===== src/rtl/fifo_sync_param.sv =====
// fifo_sync_param: single-clock parametrised FIFO with count, almost flags, sticky errors and flush; define FIFO_FWFT_EN for first-word-fall-through reads
module fifo_sync_param #(
    parameter int DATA_WIDTH    = 8,
    parameter int FIFO_SIZE     = 32,
    parameter int AFULL_THRESH  = FIFO_SIZE - 4,
    parameter int AEMPTY_THRESH = 4,
    localparam int CNT_WIDTH    = $clog2(FIFO_SIZE) + 1
) (
    input  logic                  clock,
    input  logic                  reset,
    input  logic                  flush,
    input  logic [DATA_WIDTH-1:0] data_in,
    input  logic                  write_en,
    output logic                  fifo_full,
    output logic                  almost_full,
    input  logic                  read_en,
    output logic [DATA_WIDTH-1:0] data_out,
    output logic                  data_valid,
    output logic                  fifo_empty,
    output logic                  almost_empty,
    output logic [CNT_WIDTH-1:0]  count,
    output logic                  overflow,
    output logic                  underflow
);
    localparam int AW = $clog2(FIFO_SIZE);
    localparam logic [CNT_WIDTH-1:0] FULL_CNT = CNT_WIDTH'(FIFO_SIZE);
    localparam logic [CNT_WIDTH-1:0] AF_CNT   = CNT_WIDTH'(AFULL_THRESH);
    localparam logic [CNT_WIDTH-1:0] AE_CNT   = CNT_WIDTH'(AEMPTY_THRESH);

    logic [DATA_WIDTH-1:0] mem_q [FIFO_SIZE];
    logic [AW-1:0]         wr_ptr_q, wr_ptr_d, rd_ptr_q, rd_ptr_d;
    logic [CNT_WIDTH-1:0]  count_q, count_d;
    logic                  ovf_q, ovf_d, unf_q, unf_d;
    logic                  full, empty, wr_acc, rd_acc;

    assign full         = count_q == FULL_CNT;
    assign empty        = count_q == '0;
    assign wr_acc       = write_en && !full && !flush;
    assign rd_acc       = read_en && !empty && !flush;
    assign fifo_full    = full;
    assign fifo_empty   = empty;
    assign almost_full  = count_q >= AF_CNT;
    assign almost_empty = count_q <= AE_CNT;
    assign count        = count_q;
    assign overflow     = ovf_q;
    assign underflow    = unf_q;

    // next-state for pointers, occupancy and sticky error flags; flush wins over everything
    always_comb begin
        wr_ptr_d = flush ? '0 : wr_acc ? wr_ptr_q + AW'(1) : wr_ptr_q;
        rd_ptr_d = flush ? '0 : rd_acc ? rd_ptr_q + AW'(1) : rd_ptr_q;
        count_d  = flush ? '0 : (wr_acc && !rd_acc) ? count_q + CNT_WIDTH'(1) :
                   (rd_acc && !wr_acc) ? count_q - CNT_WIDTH'(1) : count_q;
        ovf_d    = !flush && (ovf_q || (write_en && full));
        unf_d    = !flush && (unf_q || (read_en && empty));
    end

    // storage array is not reset; only accepted writes touch it
    always_ff @(posedge clock) begin
        if (wr_acc) mem_q[wr_ptr_q] <= data_in;
    end

    // control state registers
    always_ff @(posedge clock or posedge reset) begin
        if (reset) begin
            wr_ptr_q <= '0;
            rd_ptr_q <= '0;
            count_q  <= '0;
            ovf_q    <= 1'b0;
            unf_q    <= 1'b0;
        end else begin
            wr_ptr_q <= wr_ptr_d;
            rd_ptr_q <= rd_ptr_d;
            count_q  <= count_d;
            ovf_q    <= ovf_d;
            unf_q    <= unf_d;
        end
    end

`ifdef FIFO_FWFT_EN
    assign data_out   = mem_q[rd_ptr_q];
    assign data_valid = !empty;
`else
    logic [DATA_WIDTH-1:0] dout_q;
    logic                  dvalid_q;

    assign data_out   = dout_q;
    assign data_valid = dvalid_q;

    // registered read port: popped word appears one cycle after the accepted read
    always_ff @(posedge clock or posedge reset) begin
        if (reset) begin
            dout_q   <= '0;
            dvalid_q <= 1'b0;
        end else begin
            dout_q   <= rd_acc ? mem_q[rd_ptr_q] : dout_q;
            dvalid_q <= rd_acc;
        end
    end
`endif
endmodule


===== config.mk =====
export PLATFORM = sky130hd
export DESIGN_NAME = fifo_sync_param
export DESIGN_NICKNAME = d
export VERILOG_FILES = /design/src/rtl/fifo_sync_param.sv
export SDC_FILE = /design/constraint.sdc
export NUM_CORES = 1
export LEC_CHECK = 0
export ABC_AREA = 1
export CAP_MARGIN = 20
export CORE_MARGIN = 2
export CORE_UTILIZATION = 59
export DETAILED_ROUTE_END_ITERATION = 7
export PLACE_DENSITY = 0.83
export SYNTH_ARGS = -nofsm -noshare
export SYNTH_HDL_FRONTEND = slang
export SYNTH_SLANG_ARGS = --single-unit

===== constraint.sdc =====
create_clock -name clock -period 4.42 [get_ports clock]
set_clock_uncertainty 0.15 [all_clocks]
set_input_delay 0.884 -clock clock [delete_from_list [all_inputs] [get_ports clock]]
set_output_delay 0.884 -clock clock [all_outputs]
set_load 0.05 [all_outputs]

==> impl_metrics.json <==
{
  "outcome": "finished clean",
  "critical_path_class": "register to primary output",
  "worstPathRequired_ns": 3.39,
  "viasPerCell": 5.92,
  "antenna_left": 0,
  "hold_viol": 0,
  "die_area_um2": 21400,
  "synth_edf_count": 256,
  "antenna_found_initial": 0,
  "yosys_warnings": 0,
  "final.setup.worst_slack_ns": 1.11,
  "numCtsBuffers": 27,
  "clk_pin_slew_ns": 0.07,
  "setup-tns-final_ns": 0,
  "numClockSinks": 283,
  "core-area_um2": 19700,
  "seq_area_frac_synth_pct": 70.1,
  "routedWlPerCell_um": 20.7,
  "final_net_count": 1078,
  "yosys-top-cells-area": "edfxtp_1 (64%), nand2_1 (7.1%), dfrtp_1 (5.7%)",
  "drtIter0Drc": 1135,
  "synthMostInstantiatedCell": "edfxtp_1",
  "root_buffer": "clkbuf_16",
  "start_kind": "register",
  "endpoint": "fifo_full",
  "worst_pin_slew_ns": 0.899,
  "r2r-start": "rd_ptr_q[0]$_DFFE_PP0P_",
  "synth_common_cells": "edfxtp_1 (256), nand2_1 (227), nor2_1 (145), nand3_1 (107), o21ai_0 (64)",
  "cp-startpoint": "count[0]$_DFFE_PP0P_",
  "slew_violations": 0,
  "worst-path-max-fanout": 7,
  "cts_resized": 0,
  "hold_path.class": "register to register",
  "ff2ff_path_depth": 8,
  "fin_crit_ns": 3.31,
  "synth_nets": 1058,
  "worstSetupEndpointType": "primary output",
  "cap_violations": 0,
  "post_cts_buffers": 0,
  "cts_tree": "built",
  "min_path_cells": 2,
  "rsz0062_at_grt": "no",
  "syn_inst": 1035,
  "min_period_over_period_pct": 74.8,
  "grt_usage_pct": 26.3,
  "arrival_ns": 2.27,
  "area_growth_pct": 11.0,
  "max_stage_delay_ns": 0.80,
  "grt_pass1_wl_mm": 42.7,
  "synth_top_area_share_pct": 64.5,
  "first_global_vias": 7681,
  "vias": 7943,
  "r2r_setup_slack_ns": 1.50,
  "io_buffer_count": 33,
  "async_flop_share_pct": 9.54,
  "ys_ff_latch": 283,
  "dr.pass1.iters": 6,
  "insertion_delay_ns": 0.55,
  "power.density_nw_per_um2": 538,
  "place_ws_ns": 1.02,
  "crit_chain": "nor2_2, nand3_2, inv_1, clkdlybuf4s50_1",
  "fmax_ghz": 0.302,
  "drc": 0,
  "setup_viol": 0,
  "diodes": 0,
  "critPathSlowestCell": "clkdlybuf4s50_1",
  "yosys_most_used_dff": "edfxtp_1",
  "synth.cell_area_um2": 11900,
  "synth.largest_area_cell": "edfxtp_1",
  "post-dp-hpwl_mm": 16.8,
  "ios": 34,
  "max_slew_margin_pct": 40.0,
  "grt_max_degree": 60,
  "place_congestion": 0.887,
  "clk_path_buf_depth": 3,
  "die_w_um": 146,
  "hold_buffers": 0,
  "synthDistinctLibCells": 34,
  "power.leakage_nw": 4.84,
  "drive_gt1_share_pct": 7.81,
  "timing.rr.end": "data_out[5]$_DFFE_PP0P_",
  "synth_area_per_cell_um2": 11.5,
  "cts_max_level": 1,
  "start_util_pct": 60.7,
  "drt_wl_total_mm": 27.8,
  "ir_drop_mv": 0.477,
  "num_rows": 51,
  "grt_remaining_overflow": 0,
  "die_y_um": 146,
  "holdWs_ns": 0.338
}
-- sequential cells by signal, indices dropped and copies added, names as in the netlist --
signal      cells
wr_ptr_q        5
data_valid      1
mem_q         256
data_out        8
underflow       1
rd_ptr_q        5
overflow        1
count           6
-- per-stage QoR --
step           cells  power [mW]  util (%)  area (um2)
6_report        1341        7.13      67.3       13200
5_1_grt         1341        7.38      67.3       13200
4_1_cts         1341        7.11      67.3       13200
3_5_place_dp    1291        4.66      62.4       12300
3_3_place_gp    1291        4.63      62.4       12300
2_1_floorplan   1035        4.24         -       11900
-- how the worst min path moves through the flow --
| stage | end | slack, ns | startpoint |
|---|---|---|---|
| after global routing | data_out[2]$_DFFE_PP0P_ | 0.37 | data_out[2]$_DFFE_PP0P_ |
| final | data_out[2]$_DFFE_PP0P_ | 0.34 | data_out[2]$_DFFE_PP0P_ |
| after floorplan | rd_ptr_q[1]$_DFFE_PP0P_ | 0.41 | rd_ptr_q[1]$_DFFE_PP0P_ |
| after detailed placement | data_out[2]$_DFFE_PP0P_ | 0.33 | data_out[2]$_DFFE_PP0P_ |
| after CTS | data_out[2]$_DFFE_PP0P_ | 0.34 | data_out[2]$_DFFE_PP0P_ |
| after global placement | data_out[2]$_DFFE_PP0P_ | 0.33 | data_out[2]$_DFFE_PP0P_ |
-- per-layer routing --
layer	track usage, %	up-vias	routed length (um)
met1	36.7	3719	10800
met2	42.1	492	13100
met3	4.28	95	2910
met5	0	-	0
li1	-	3637	-
met4	10.2	0	1030
-- power breakdown --
group	switching (mW)	internal, mW
Sequential	0.123	3.00
Clock	0.964	1.52
Combinational	1.06	0.449
Total	2.15	4.98
-- kinds of logic (layout without fill, tap and decap cells) --
kind of cell               Yosys count  after routing  share of synthesized area, %
AOI/OAI and AO/OA                  146            146                          6.84
xor gates and xnor gates             4              4                         0.294
adders and majority gates           10             10                          1.11
buffers and inverters               98            139                          4.39
DFF                                283            283                          70.1
and+or+nand+nor                    494            494                          17.2
-- layout by cell type, fill, tap and decap left out, types with 2 or more instances in the layout --
cell and instances:
inv_2 8, o22ai_1 5, o211ai_2 6, xnor2_1 3
clkbuf_16 27, nand2_1 227, clkinv_2 7, edfxtp_1 256
clkinv_1 7, inv_1 38, nand3_1 107, nor2_1 145
o211ai_1 10, buf_2 6, clkbuf_1 2, o21ai_0 64
nor3_1 4, clkdlybuf4s50_1 26, a21oi_1 57, buf_4 8
nand2_2 4, nand3_2 3, bufinv_16 7, dfrtp_1 26
ha_1 9
-- worst max-delay path: cells and delay by family (launching register included) --
kind / cells / cell delay, ns
and+or+nand+nor: 2 / 0.37
buffers and inverters: 2 / 0.90
DFF: 1 / 0.46
-- area by class of cell --
type	instances	area, um2
clock buffer	29	683
inverter	48	180
sequential	283	8370
clock inverter	21	280
tap	265	332
multi-input combinational	654	3040
fill	1392	6420
timing repair buffer	41	355
Note: power is estimated with default switching activity, not from simulation.
